**config.mk**
```make
export PLATFORM = sky130hd
export DESIGN_NAME = config_fifo_responder
export DESIGN_NICKNAME = d
export VERILOG_FILES = /design/src/rtl/config_bus_pkg.sv /design/src/rtl/config_resp_fifo_mem.sv /design/src/rtl/config_fifo_responder.sv
export SDC_FILE = /design/constraint.sdc
export NUM_CORES = 1
export LEC_CHECK = 0
export CELL_PAD_IN_SITES_DETAIL_PLACEMENT = 1
export CELL_PAD_IN_SITES_GLOBAL_PLACEMENT = 2
export CORE_MARGIN = 3
export CORE_UTILIZATION = 37
export DETAILED_ROUTE_END_ITERATION = 16
export GPL_ROUTABILITY_DRIVEN = 0
export GPL_TIMING_DRIVEN = 0
export PLACE_DENSITY = 0.82
export REMOVE_ABC_BUFFERS = 1
export SKIP_CTS_REPAIR_TIMING = 1
export SYNTH_ARGS = -nofsm -noshare
export SYNTH_HDL_FRONTEND = slang
export SYNTH_SLANG_ARGS = --single-unit
```
**constraint.sdc**
```tcl
create_clock -name clk -period 2.7 [get_ports clk]
set_clock_uncertainty 0.2 [all_clocks]
set_input_delay 0.54 -clock clk [delete_from_list [all_inputs] [get_ports clk]]
set_output_delay 0.54 -clock clk [all_outputs]
set_load 0.02 [all_outputs]
```
**src/rtl/config_bus_pkg.sv**
```systemverilog
// Shared types and constants for the Config bus responder.
// The optional bypass path is enabled by defining CONFIG_RESP_BYPASS_EN.
package config_bus_pkg;

  localparam int CONFIG_DATA_W     = 8;
  localparam int CONFIG_FIFO_DEPTH = 4;
  localparam int CONFIG_CNT_W      = $clog2(CONFIG_FIFO_DEPTH) + 1;

  typedef enum logic [1:0] {
    OCC_EMPTY   = 2'd0,
    OCC_PARTIAL = 2'd1,
    OCC_FULL    = 2'd2
  } occ_state_t;

  typedef struct packed {
    logic [CONFIG_CNT_W-1:0] count;
    logic                    full;
    logic                    empty;
    logic                    overflow;
    logic                    underflow;
  } config_status_t;

  // Classify an occupancy value into its coarse state.
  function automatic occ_state_t occ_from_count(input int unsigned cnt,
                                                input int unsigned depth);
    if (cnt == 0)          return OCC_EMPTY;
    else if (cnt >= depth) return OCC_FULL;
    else                   return OCC_PARTIAL;
  endfunction

endpackage

```
**src/rtl/config_resp_fifo_mem.sv**
```systemverilog
// DEPTH x WIDTH storage: one write port, one registered read port.
// The read register holds its value when no read is requested and
// clears on reset so the bus sees zero before the first pop.
module config_resp_fifo_mem #(
  parameter int WIDTH = 8,
  parameter int DEPTH = 4,
  localparam int AW   = $clog2(DEPTH)
) (
  input  logic             clk,
  input  logic             rst_n,
  input  logic             wr_en_i,
  input  logic [AW-1:0]    wr_addr_i,
  input  logic [WIDTH-1:0] wr_data_i,
  input  logic             rd_en_i,
  input  logic [AW-1:0]    rd_addr_i,
  output logic [WIDTH-1:0] rd_data_o
);

  logic [WIDTH-1:0] mem_q [DEPTH];
  logic [WIDTH-1:0] rd_data_q;

  // Storage array; contents are not reset.
  always_ff @(posedge clk) begin
    if (wr_en_i) mem_q[wr_addr_i] <= wr_data_i;
  end

  // Registered read; a read and write to the same slot returns the old word.
  always_ff @(posedge clk) begin
    if (!rst_n)       rd_data_q <= '0;
    else if (rd_en_i) rd_data_q <= mem_q[rd_addr_i];
  end

  assign rd_data_o = rd_data_q;

endmodule

```
**src/rtl/config_fifo_responder.sv**
```systemverilog
// Config bus slave endpoint: r_en queues write_data, w_en pops the oldest
// word onto read_data one cycle later. Exposes occupancy and sticky errors.
// Optional feature macro: CONFIG_RESP_BYPASS_EN (forward write_data when
// empty and both strobes arrive together).
// Handshake: there is no back-pressure; a strobe is a one-cycle request that
// either succeeds or sets the matching sticky error flag.
module config_fifo_responder
  import config_bus_pkg::*;
#(
  parameter int WIDTH  = CONFIG_DATA_W,
  parameter int DEPTH  = CONFIG_FIFO_DEPTH,
  localparam int CNT_W = $clog2(DEPTH) + 1
) (
  input  logic             clk,
  input  logic             rst_n,
  input  logic             r_en,
  input  logic             w_en,
  input  logic [WIDTH-1:0] write_data,
  output logic [WIDTH-1:0] read_data,
  output logic             read_valid,
  output logic [CNT_W-1:0] count,
  output logic             full,
  output logic             empty,
  output logic             overflow,
  output logic             underflow,
  input  logic             clr_err
);

  localparam int PTR_W = $clog2(DEPTH);

  occ_state_t       occ_q, occ_d;
  logic [PTR_W-1:0] wptr_q, wptr_d, rptr_q, rptr_d;
  logic [CNT_W-1:0] count_q, count_d;
  logic             ovf_q, ovf_d, unf_q, unf_d;
  logic             rvalid_q, rvalid_d;
  logic             empty_now, full_now;
  logic             pop_ok, push_ok, bypass;
  logic [WIDTH-1:0] mem_rd_data;

  assign empty_now = (occ_q == OCC_EMPTY);
  assign full_now  = (occ_q == OCC_FULL);

`ifdef CONFIG_RESP_BYPASS_EN
  assign bypass = r_en && w_en && empty_now;
`else
  assign bypass = 1'b0;
`endif

  // Strobe decode, pointer/count/flag next state and occupancy transition.
  always_comb begin
    pop_ok   = w_en && !empty_now;
    push_ok  = r_en && (!full_now || pop_ok) && !bypass;
    wptr_d   = wptr_q;
    rptr_d   = rptr_q;
    count_d  = count_q;
    rvalid_d = pop_ok || bypass;
    if (push_ok) wptr_d = wptr_q + PTR_W'(1);
    if (pop_ok)  rptr_d = rptr_q + PTR_W'(1);
    count_d  = count_q + CNT_W'(push_ok) - CNT_W'(pop_ok);
    // A new error event in the clear cycle wins over the clear.
    ovf_d    = ovf_q;
    unf_d    = unf_q;
    if (clr_err) begin
      ovf_d = 1'b0;
      unf_d = 1'b0;
    end
    if (r_en && full_now && !pop_ok)   ovf_d = 1'b1;
    if (w_en && empty_now && !bypass)  unf_d = 1'b1;
    occ_d = occ_from_count(int'(count_d), DEPTH);
  end

  // State registers; reset discards all queued words.
  always_ff @(posedge clk) begin
    if (!rst_n) begin
      occ_q    <= OCC_EMPTY;
      wptr_q   <= '0;
      rptr_q   <= '0;
      count_q  <= '0;
      ovf_q    <= 1'b0;
      unf_q    <= 1'b0;
      rvalid_q <= 1'b0;
    end else begin
      occ_q    <= occ_d;
      wptr_q   <= wptr_d;
      rptr_q   <= rptr_d;
      count_q  <= count_d;
      ovf_q    <= ovf_d;
      unf_q    <= unf_d;
      rvalid_q <= rvalid_d;
    end
  end

  config_resp_fifo_mem #(
    .WIDTH (WIDTH),
    .DEPTH (DEPTH)
  ) u_mem (
    .clk       (clk),
    .rst_n     (rst_n),
    .wr_en_i   (push_ok),
    .wr_addr_i (wptr_q),
    .wr_data_i (write_data),
    .rd_en_i   (pop_ok),
    .rd_addr_i (rptr_q),
    .rd_data_o (mem_rd_data)
  );

`ifdef CONFIG_RESP_BYPASS_EN
  logic             sel_byp_q;
  logic [WIDTH-1:0] byp_data_q;

  // Remember whether the last delivered word came from the bypass path.
  always_ff @(posedge clk) begin
    if (!rst_n) begin
      sel_byp_q  <= 1'b0;
      byp_data_q <= '0;
    end else if (bypass) begin
      sel_byp_q  <= 1'b1;
      byp_data_q <= write_data;
    end else if (pop_ok) begin
      sel_byp_q  <= 1'b0;
    end
  end

  assign read_data = sel_byp_q ? byp_data_q : mem_rd_data;
`else
  assign read_data = mem_rd_data;
`endif

  assign read_valid = rvalid_q;
  assign count      = count_q;
  assign full       = (occ_q == OCC_FULL);
  assign empty      = (occ_q == OCC_EMPTY);
  assign overflow   = ovf_q;
  assign underflow  = unf_q;

endmodule

```
After elaboration in Yosys (flattened, before gate mapping)
Memories as Yosys holds them, arrays and structs flattened. A register that Yosys moved wholly into a read port is not among the register bits.
Cells that the tools add are included.
- register bits: 12
- RAM bits: 32
- input bits: 13
- word-level logic and storage cells: 36
- memories: 1
- memory list (name ; depth ; bits a word ; read ports ; clocked after Yosys merged registers in ; wr ports ; RTL line ; text):
    u_mem.mem_q ; 4 ; 8 ; 1 ; 1 ; 1 ; config_resp_fifo_mem.sv:19 ; logic [WIDTH-1:0] mem_q [DEPTH];
- add/subtract/negate cells: 4
- order comparisons: 1
- equal/unequal tests: 1
- multiplexer cells: 6
- bitwise logic cells: 1
- reductions and logical operators: 15
- operator list (operator ; count):
    $logic_and 1x1->1 ; 5
    $mux 1 ; 5
    $add 2x1->2 const B ; 2
    $logic_not 1->1 ; 4
    $reduce_bool 2->1 ; 2
    $add 3x1->3 ; 1
    $ge 3x3->1 const B ; 1
    $logic_not 3->1 ; 1
    $sub 3x1->3 ; 1
    $eq 2x2->1 const B ; 1
    $logic_not 2->1 ; 1
    $mux 2 ; 1
    $reduce_or 2->1 ; 1
    $logic_or 1x1->1 ; 1
    $not 1->1 ; 1

Depth between registers and ports, before layout
Gate-level depths: netlist of the first run.
- word-level depth: 9
- gate-level depth with buffers: 10

Modules after synthesis
A second synthesis of the first run with hierarchy kept.
- cells, all modules: 133
- area, all modules: 1989.4 um2
- modules (own cells, without submodules) (module ; instances ; cells each ; area each (um2) ; seq. area each (um2)):
    config_resp_fifo_mem ; 1 ; 83 ; 1503.9 ; 1121.1
    config_fifo_responder ; 1 ; 50 ; 485.5 ; 240.2

Worst setup path before layout of the first run
OpenSTA, ideal clock, no wires.
- path type: input port to flip-flop
- start: input port w_en
- end: register occ_q[0]
- library setup time: 0.115 ns
- arrival: 2.037 ns
- slack: 0.348 ns
- stages on the path: 10
- path buffers: 1
- cell sequence: o21ai_0 buf_4 nand3_1 o21ai_0 ha_1 inv_1 fa_1 xnor2_1 xnor2_1 o21ba_2
- word-level cells in the longest chain between the ends: 7
- elaborated cells between the ends (all ways): 9
- ends and longest elaborated chain (element ; RTL line ; text):
    start, declared ; config_fifo_responder.sv:17 ; input logic w_en,
    $logic_and 1x1->1 (*) ; config_fifo_responder.sv:51 ; pop_ok = w_en && !empty_now;
    $logic_or 1x1->1 ; config_fifo_responder.sv:52 ; push_ok = r_en && (!full_now || pop_ok) && !bypass;
    $logic_and 1x1->1 ; config_fifo_responder.sv:52 ;
    $add 3x1->3 ; config_fifo_responder.sv:59 ; count_d = count_q + CNT_W'(push_ok) - CNT_W'(pop_ok);
    $sub 3x1->3 (*) ; config_fifo_responder.sv:59 ;
    $ge 3x3->1 / $logic_not 3->1 (equally long branches) ; config_bus_pkg.sv:27, config_bus_pkg.sv:26 ;
    $mux 2 / $reduce_or 2->1 (equally long branches) ; n/a ;
    end signal, assigned ; config_fifo_responder.sv:75 ; occ_q <= OCC_EMPTY;
    end signal, assigned ; config_fifo_responder.sv:83 ; occ_q <= occ_d;
    end, declared ; config_fifo_responder.sv:31 ; occ_state_t occ_q, occ_d;
Mark *: on every way between the ends. The rest lies on a longest branch, timed or not.
A chain may end at the register's enable or synchronous reset.

Worst setup path in the final report of the first run
- start: register occ_q[1]
- end: register occ_q[0]
- word-level cells in the longest chain between the ends: 9
- elaborated cells between the ends (all ways): 13
- ends and longest elaborated chain (element ; RTL line ; text):
    $logic_not 2->1 ; config_fifo_responder.sv:40 ; assign empty_now = (occ_q == OCC_EMPTY);
    $logic_not 1->1 ; config_fifo_responder.sv:51 ;
    $logic_and 1x1->1 ; config_fifo_responder.sv:51 ;
    $logic_or 1x1->1 ; config_fifo_responder.sv:52 ;
    $logic_and 1x1->1 ; config_fifo_responder.sv:52 ;
    $add 3x1->3 ; config_fifo_responder.sv:59 ;
    $sub 3x1->3 (*) ; config_fifo_responder.sv:59 ;
    $ge 3x3->1 / $logic_not 3->1 (equally long branches) ; config_bus_pkg.sv:27, config_bus_pkg.sv:26 ;
    $mux 2 / $reduce_or 2->1 (equally long branches) ; n/a ;
Marked as above.

==> flow_summary.yaml, run 1 <==
status:
  status: "finished, final reports clean"
power_and_ir_drop:
  pwr-share-comb_pct: 25.8
  internal_power_mw: 1.39
  power_frac_seq_pct: 51.4
  p_leak_nw: 0.846
  peakVddDrop_mv: 0.363
  power.density_mw_per_mm2: 816
  power_frac_clock_pct: 22.8
  p_sw_uw: 603
  swShare_pct: 30.2
critical_path:
  endpoint_kind: "register"
  start_kind: "register"
  worstSetupPathType: "reg2reg"
  required_ns: 2.71
  cp_max_fo: 12
  crit_arrival_ns: 2.47
global_route:
  grt_start_max_net_pins: 18
  grt.total_usage_pct: 14.0
  antenna_found_initial: 0
  first_global_vias: 1321
  gr-total-overflow: 0
  grt_pass1_wl_um: 6580
route:
  drtIter0Drc: 55
  viasPerCell: 4.88
  routed_wl_um: 3900
  wl_per_cell_um: 16.3
  drc_errors: 0
  first_pass_iters: 4
  ant_nets: 0
  vias: 1166
floorplan:
  die_h_um: 79.7
  ios: 29
  core_area_mm2: 0.00517
  start_util_pct: 38.8
  die-area_mm2: 0.00635
  die_x_um: 79.7
  rows: 26
synth:
  synth.distinct_cells: 25
  synth-edff-count: 32
  ys_top_cells_by_count: "edfxtp_1, dfxtp_1, nand2_1, a21oi_1"
  postSynthAreaPerCell_um2: 14.3
  synth.most_common_cell: "edfxtp_1"
  post-synth-top-area-fraction_pct: 47.9
  yosys.area.top_type: "edfxtp_1"
  ys_seq_area_share_pct: 67.8
  ys_warn_count: 0
  netlist_area_mm2: 0.00201
  syn-instance-count: 140
  synth-main-ff-cell: "edfxtp_1"
  ys_ff_latch: 52
  synthArstFlopShare_pct: 0
  synth_area_leaders: "edfxtp_1, dfxtp_1, mux4_2, ha_1, a21oi_1"
layout:
  drive_gt1_share_pct: 11.2
  antenna_cells: 0
  multi_input_area_um2: 601
  final_util_pct: 47.3
  fill_cells: 519
  layout.nets: 187
  syn_to_final_growth_pct: 21.7
  regArea_mm2: 0.00136
clock_network:
  path_clk_slew_ns: 0.10
  clk_latency_ns: 0.31
  cts_max_level: 2
  numCtsBuffers: 5
  root_buffer: "clkbuf_8"
  tritoncts: "done"
  cts.path.max_buffers: 2
  cts.sinks: 52
placed_design:
  post-dp-hpwl_um: 2750
  dp_slack_ns: -0.859
  io_buffers: 28
timing:
  setup_viol: 0
  hold_viol: 0
  drv_slew: 0
  fin_ws_ns: 0.242
  relSlewSlack_pct: 57.1
  timing.hold.ws_ns: 0.260
  worst_slew_pin_slew_ns: 0.643
  fmax_ghz: 0.407
  finalCriticalPeriod_ns: 2.46
  post-route-period-util_pct: 91.0
  rsz0062_at_grt: "false"
min_path:
  worstHoldPathType: "reg2reg"
job:
  maxCapViolations: 0
## layout make-up
| type | count | area share (%) |
|---|---|---|
| Clock buffer | 5 | 2.81 |
| Multi-Input combinational cell | 76 | 24.6 |
| Timing Repair Buffer | 28 | 11.7 |
| Sequential cell | 52 | 55.7 |
| Tap cell | 70 | 3.58 |
| Clock inverter | 3 | 0.921 |
| Inverter | 5 | 0.768 |
## registers in the layout (all words and copies together) (netlist names)
| register | cells |
|---|---|
| occ_q | 2 |
| read_valid | 1 |
| count | 3 |
| underflow | 1 |
| u_mem.mem_q | 32 |
| wptr_q | 2 |
| u_mem.rd_data_o | 8 |
| overflow | 1 |
| rptr_q | 2 |
## routing by layer
metal  vias to the layer above  part of all wire (%)  GRT usage (%)
met3                         7                   3.9           3.50
li1                        554                     -              -
met2                        23                    58           26.6
met1                       582                    37           15.1
met5                         -                     0              0
met4                         0                   1.4           4.12
## path summary, 6_finish.rpt
check	from	to	slack, ns	depth (start not counted)
worst min register to register	u_mem.rd_data_o[7]	u_mem.rd_data_o[7]	0.26	2
worst max register to register	occ_q[1]	occ_q[0]	0.24	9
worst max-delay path	occ_q[1]	occ_q[0]	0.24	9
worst min-delay path	u_mem.rd_data_o[7]	u_mem.rd_data_o[7]	0.26	2
## critical path, stage by stage (launching register included)
cell	delay [ns]
dfxtp_1	0.40
o21ai_4	0.37
nand3_1	0.11
o21ai_0	0.10
ha_1	0.17
inv_1	0.05
fa_1	0.37
xnor2_1	0.21
xnor2_1	0.19
o21ba_2	0.19
## stage by stage
stage / TNS [ns] / power, mW / cells / area [um^2]
detailed placement: -3.04 / 1.56 / 231 / 2330
global route: 0 / 2.12 / 239 / 2440
global placement: -2.55 / 1.53 / 231 / 2330
CTS: -2.08 / 2.02 / 239 / 2430
finish: 0 / 2.00 / 239 / 2440
floorplan: 0 / 1.34 / 133 / 1970
## logic make-up (layout without fill, tap and decap cells)
| group | count (synthesis) | in the layout | share of synthesized area, % |
|---|---|---|---|
| buffers and inverters | 12 | 41 | 2.99 |
| adders and majority gates | 6 | 6 | 4.11 |
| muxes | 8 | 8 | 8.97 |
| xor gates and xnor gates | 4 | 4 | 1.74 |
| AOI/OAI and AO/OA | 19 | 19 | 5.23 |
| and+or+nand+nor | 39 | 39 | 9.16 |
| DFF | 52 | 52 | 67.8 |
## cells in the final DEF, fill, tap and decap left out, drive strengths merged
master / instances
o21ai: 4
nand3: 3
xor2: 1
dfxtp: 20
nor2b: 3
fa: 1
edfxtp: 32
a21oi: 12
nor3b: 1
o211ai: 1
and3: 4
clkdlybuf4s50: 26
and2: 3
dlymetal6s2s: 2
nand2: 16
clkbuf: 5
nor2: 8
xnor2: 3
o21ba: 1
clkinv: 2
mux4: 8
ha: 5
o21a: 1
or3b: 1
inv: 6
## power by group through the flow
stage | Combinational, mW | Sequential (mW) | Clock, mW
after detailed placement | 0.519 | 1.04 | 0
after floorplan | 0.267 | 1.07 | 0
final | 0.514 | 1.03 | 0.455
after global routing | 0.573 | 1.05 | 0.504
after CTS | 0.522 | 1.03 | 0.470
after global placement | 0.498 | 1.04 | 0
Power figures use the tool's default switching activity.
==> run 2, diff against run 1 <==
--- a/config.mk
+++ b/config.mk
@@ -5,16 +5,18 @@
 export SDC_FILE = /design/constraint.sdc
 export NUM_CORES = 1
 export LEC_CHECK = 0
+export ABC_AREA = 1
 export CELL_PAD_IN_SITES_DETAIL_PLACEMENT = 1
 export CELL_PAD_IN_SITES_GLOBAL_PLACEMENT = 2
 export CORE_MARGIN = 3
-export CORE_UTILIZATION = 37
+export CORE_UTILIZATION = 34
 export DETAILED_ROUTE_END_ITERATION = 16
 export GPL_ROUTABILITY_DRIVEN = 0
 export GPL_TIMING_DRIVEN = 0
-export PLACE_DENSITY = 0.82
+export PLACE_DENSITY = 0.83
 export REMOVE_ABC_BUFFERS = 1
 export SKIP_CTS_REPAIR_TIMING = 1
 export SYNTH_ARGS = -nofsm -noshare
 export SYNTH_HDL_FRONTEND = slang
 export SYNTH_SLANG_ARGS = --single-unit
+export TNS_END_PERCENT = 50
==> flow_summary.yaml, run 2 <==
placed_design:
  dp_slack_ns: -0.141
  dp_cells: 315
  placed_area_mm2: 0.00248
  post-dp-hpwl_um: 2960
  io_buffers: 28
clock_network:
  clk_latency_ns: 0.30
  cts.path.max_buffers: 2
  tritoncts: "done"
  numCtsBuffers: 5
  cts_max_level: 2
  root_buffer: "clkbuf_8"
  cts.sinks: 52
  path_clk_slew_ns: 0.09
route:
  ant_nets: 0
  first_pass_iters: 4
  drc_errors: 0
  vias: 1447
  drtIter0Drc: 50
  routed_wl_um: 4260
  viasPerCell: 4.48
  wl_per_cell_um: 13.2
layout:
  syn_to_final_growth_pct: 19.2
  layout.nets: 266
  final_area_mm2: 0.00258
  stdcell_count: 323
  antenna_cells: 0
  drive_gt1_share_pct: 5.65
  largest_register: "u_mem.mem_q"
  final_cell_mix: "nand2_1, edfxtp_1, clkdlybuf4s50_1, inv_1, dfxtp_1"
  final_common_cell: "nand2_1"
  largest_reg_flops: 32
timing:
  fmax_ghz: 0.402
  relSlewSlack_pct: 43.6
  finalCriticalPeriod_ns: 2.49
  hold_viol: 0
  rsz0062_at_grt: "false"
  setup_viol: 0
  drv_slew: 0
  fin_ws_ns: 0.214
  tns_ns: 0
  worst_slew_pin_slew_ns: 0.843
  post-route-period-util_pct: 92.1
synth:
  synthArstFlopShare_pct: 0
  synth.distinct_cells: 23
  ys_top_cells_by_count: "nand2_1, edfxtp_1, inv_1, dfxtp_1, nand3_1"
  synth_top_family_by_area: "simple AND/OR/NAND/NOR gates"
  synth_compound_area_share_pct: 4.17
  synth_area_leaders: "edfxtp_1, dfxtp_1, nand2_1, nand3_1, inv_1"
  ys_warn_count: 0
  synth-edff-count: 32
  post-synth-top-area-fraction_pct: 44.4
  synthSimpleGateAreaFrac_pct: 20.9
  ys_seq_area_share_pct: 63.0
  synthMuxAreaShare_pct: 0
  syn-instance-count: 218
  postSynthAreaPerCell_um2: 9.92
  netlist_area_mm2: 0.00216
  synth-main-ff-cell: "edfxtp_1"
  synth.most_common_cell: "nand2_1"
  synthAdderAreaFrac_pct: 3.82
  ys_ff_latch: 52
  synth_xor_area_share_pct: 1.22
  yosys.area.top_type: "edfxtp_1"
floorplan:
  die_h_um: 85.7
  core_area_mm2: 0.00603
  ios: 29
  die-area_mm2: 0.00735
  start_util_pct: 35.9
  die_x_um: 85.7
  rows: 28
global_route:
  grt_start_max_net_pins: 20
  first_global_vias: 1433
  grt_pass1_wl_um: 7160
  gr-total-overflow: 0
  grt.total_usage_pct: 12.6
  antenna_found_initial: 0
critical_path:
  cp_max_fo: 5
  required_ns: 2.75
  crit_arrival_ns: 2.53
  endpoint_kind: "register"
  start_kind: "input port"
  worstSetupPathType: "in2reg"
power_and_ir_drop:
  power.density_mw_per_mm2: 852
  peakVddDrop_mv: 0.288
  power_mw: 2.19
  p_leak_nw: 1.03
min_path:
  worstHoldPathType: "reg2reg"
job:
  maxCapViolations: 0
status:
  status: "finished, final reports clean"
==> run 2: stage by stage <==
stage	utilization (%)	hold WS (ns)
after floorplan	-	0.302
after global placement	41.2	0.251
final	42.8	0.268
after detailed placement	41.2	0.260
after global routing	42.8	0.312
after CTS	42.7	0.274
==> run 2: worst paths after layout <==
check / cells after the start / from / endpoint / slack, ns
worst max-delay path: 11 / w_en / occ_q[0] / 0.21
worst min register to register: 2 / underflow / underflow / 0.27
worst min-delay path: 2 / underflow / underflow / 0.27
worst max register to register: 8 / occ_q[1] / occ_q[0] / 0.55
==> run 2: final cells by class <==
class / count / area [um^2]
Inverter: 25 / 98.8
Multi-Input combinational cell: 135 / 653
Timing Repair Buffer: 28 / 280
Tap cell: 75 / 93.8
Sequential cell: 52 / 1360
Clock inverter: 2 / 16.3
Fill cell: 711 / 3450
Clock buffer: 6 / 72.6
==> run 2: metal layers <==
layer / up-vias / part of all wire [%] / global-route usage, %
met2: 32 / 47 / 20.1
met1: 658 / 48 / 17.1
met3: 5 / 4.4 / 3.17
met5: - / 0 / 0
li1: 752 / - / -
met4: 0 / 1.2 / 3.88
==> run 2: logic make-up (layout without fill, tap and decap cells) <==
logic type      after synthesis  count (layout)
simple gates                111             111
flops                        52              52
buf+inv                      31              61
compound gates               15              15
fa+ha+maj                     6               6
xor+xnor                      3               3
==> run 2: report_power, final <==
part	switching, mW	leakage (nW)	internal, mW
Clock	0.256	0.0414	0.185
Sequential	0.0972	0.458	0.961
Combinational	0.406	0.532	0.289
Total	0.759	1.03	1.44
==> run 2: worst max-delay path: stages <==
cell and delay (ns):
clkdlybuf4s50_1 0.54, inv_1 0.09, nand3_2 0.13, nand2_2 0.10
xor2_1 0.16, ha_1 0.19, inv_1 0.06, fa_1 0.40
nor2_1 0.16, nor2_1 0.06, nor2_1 0.09
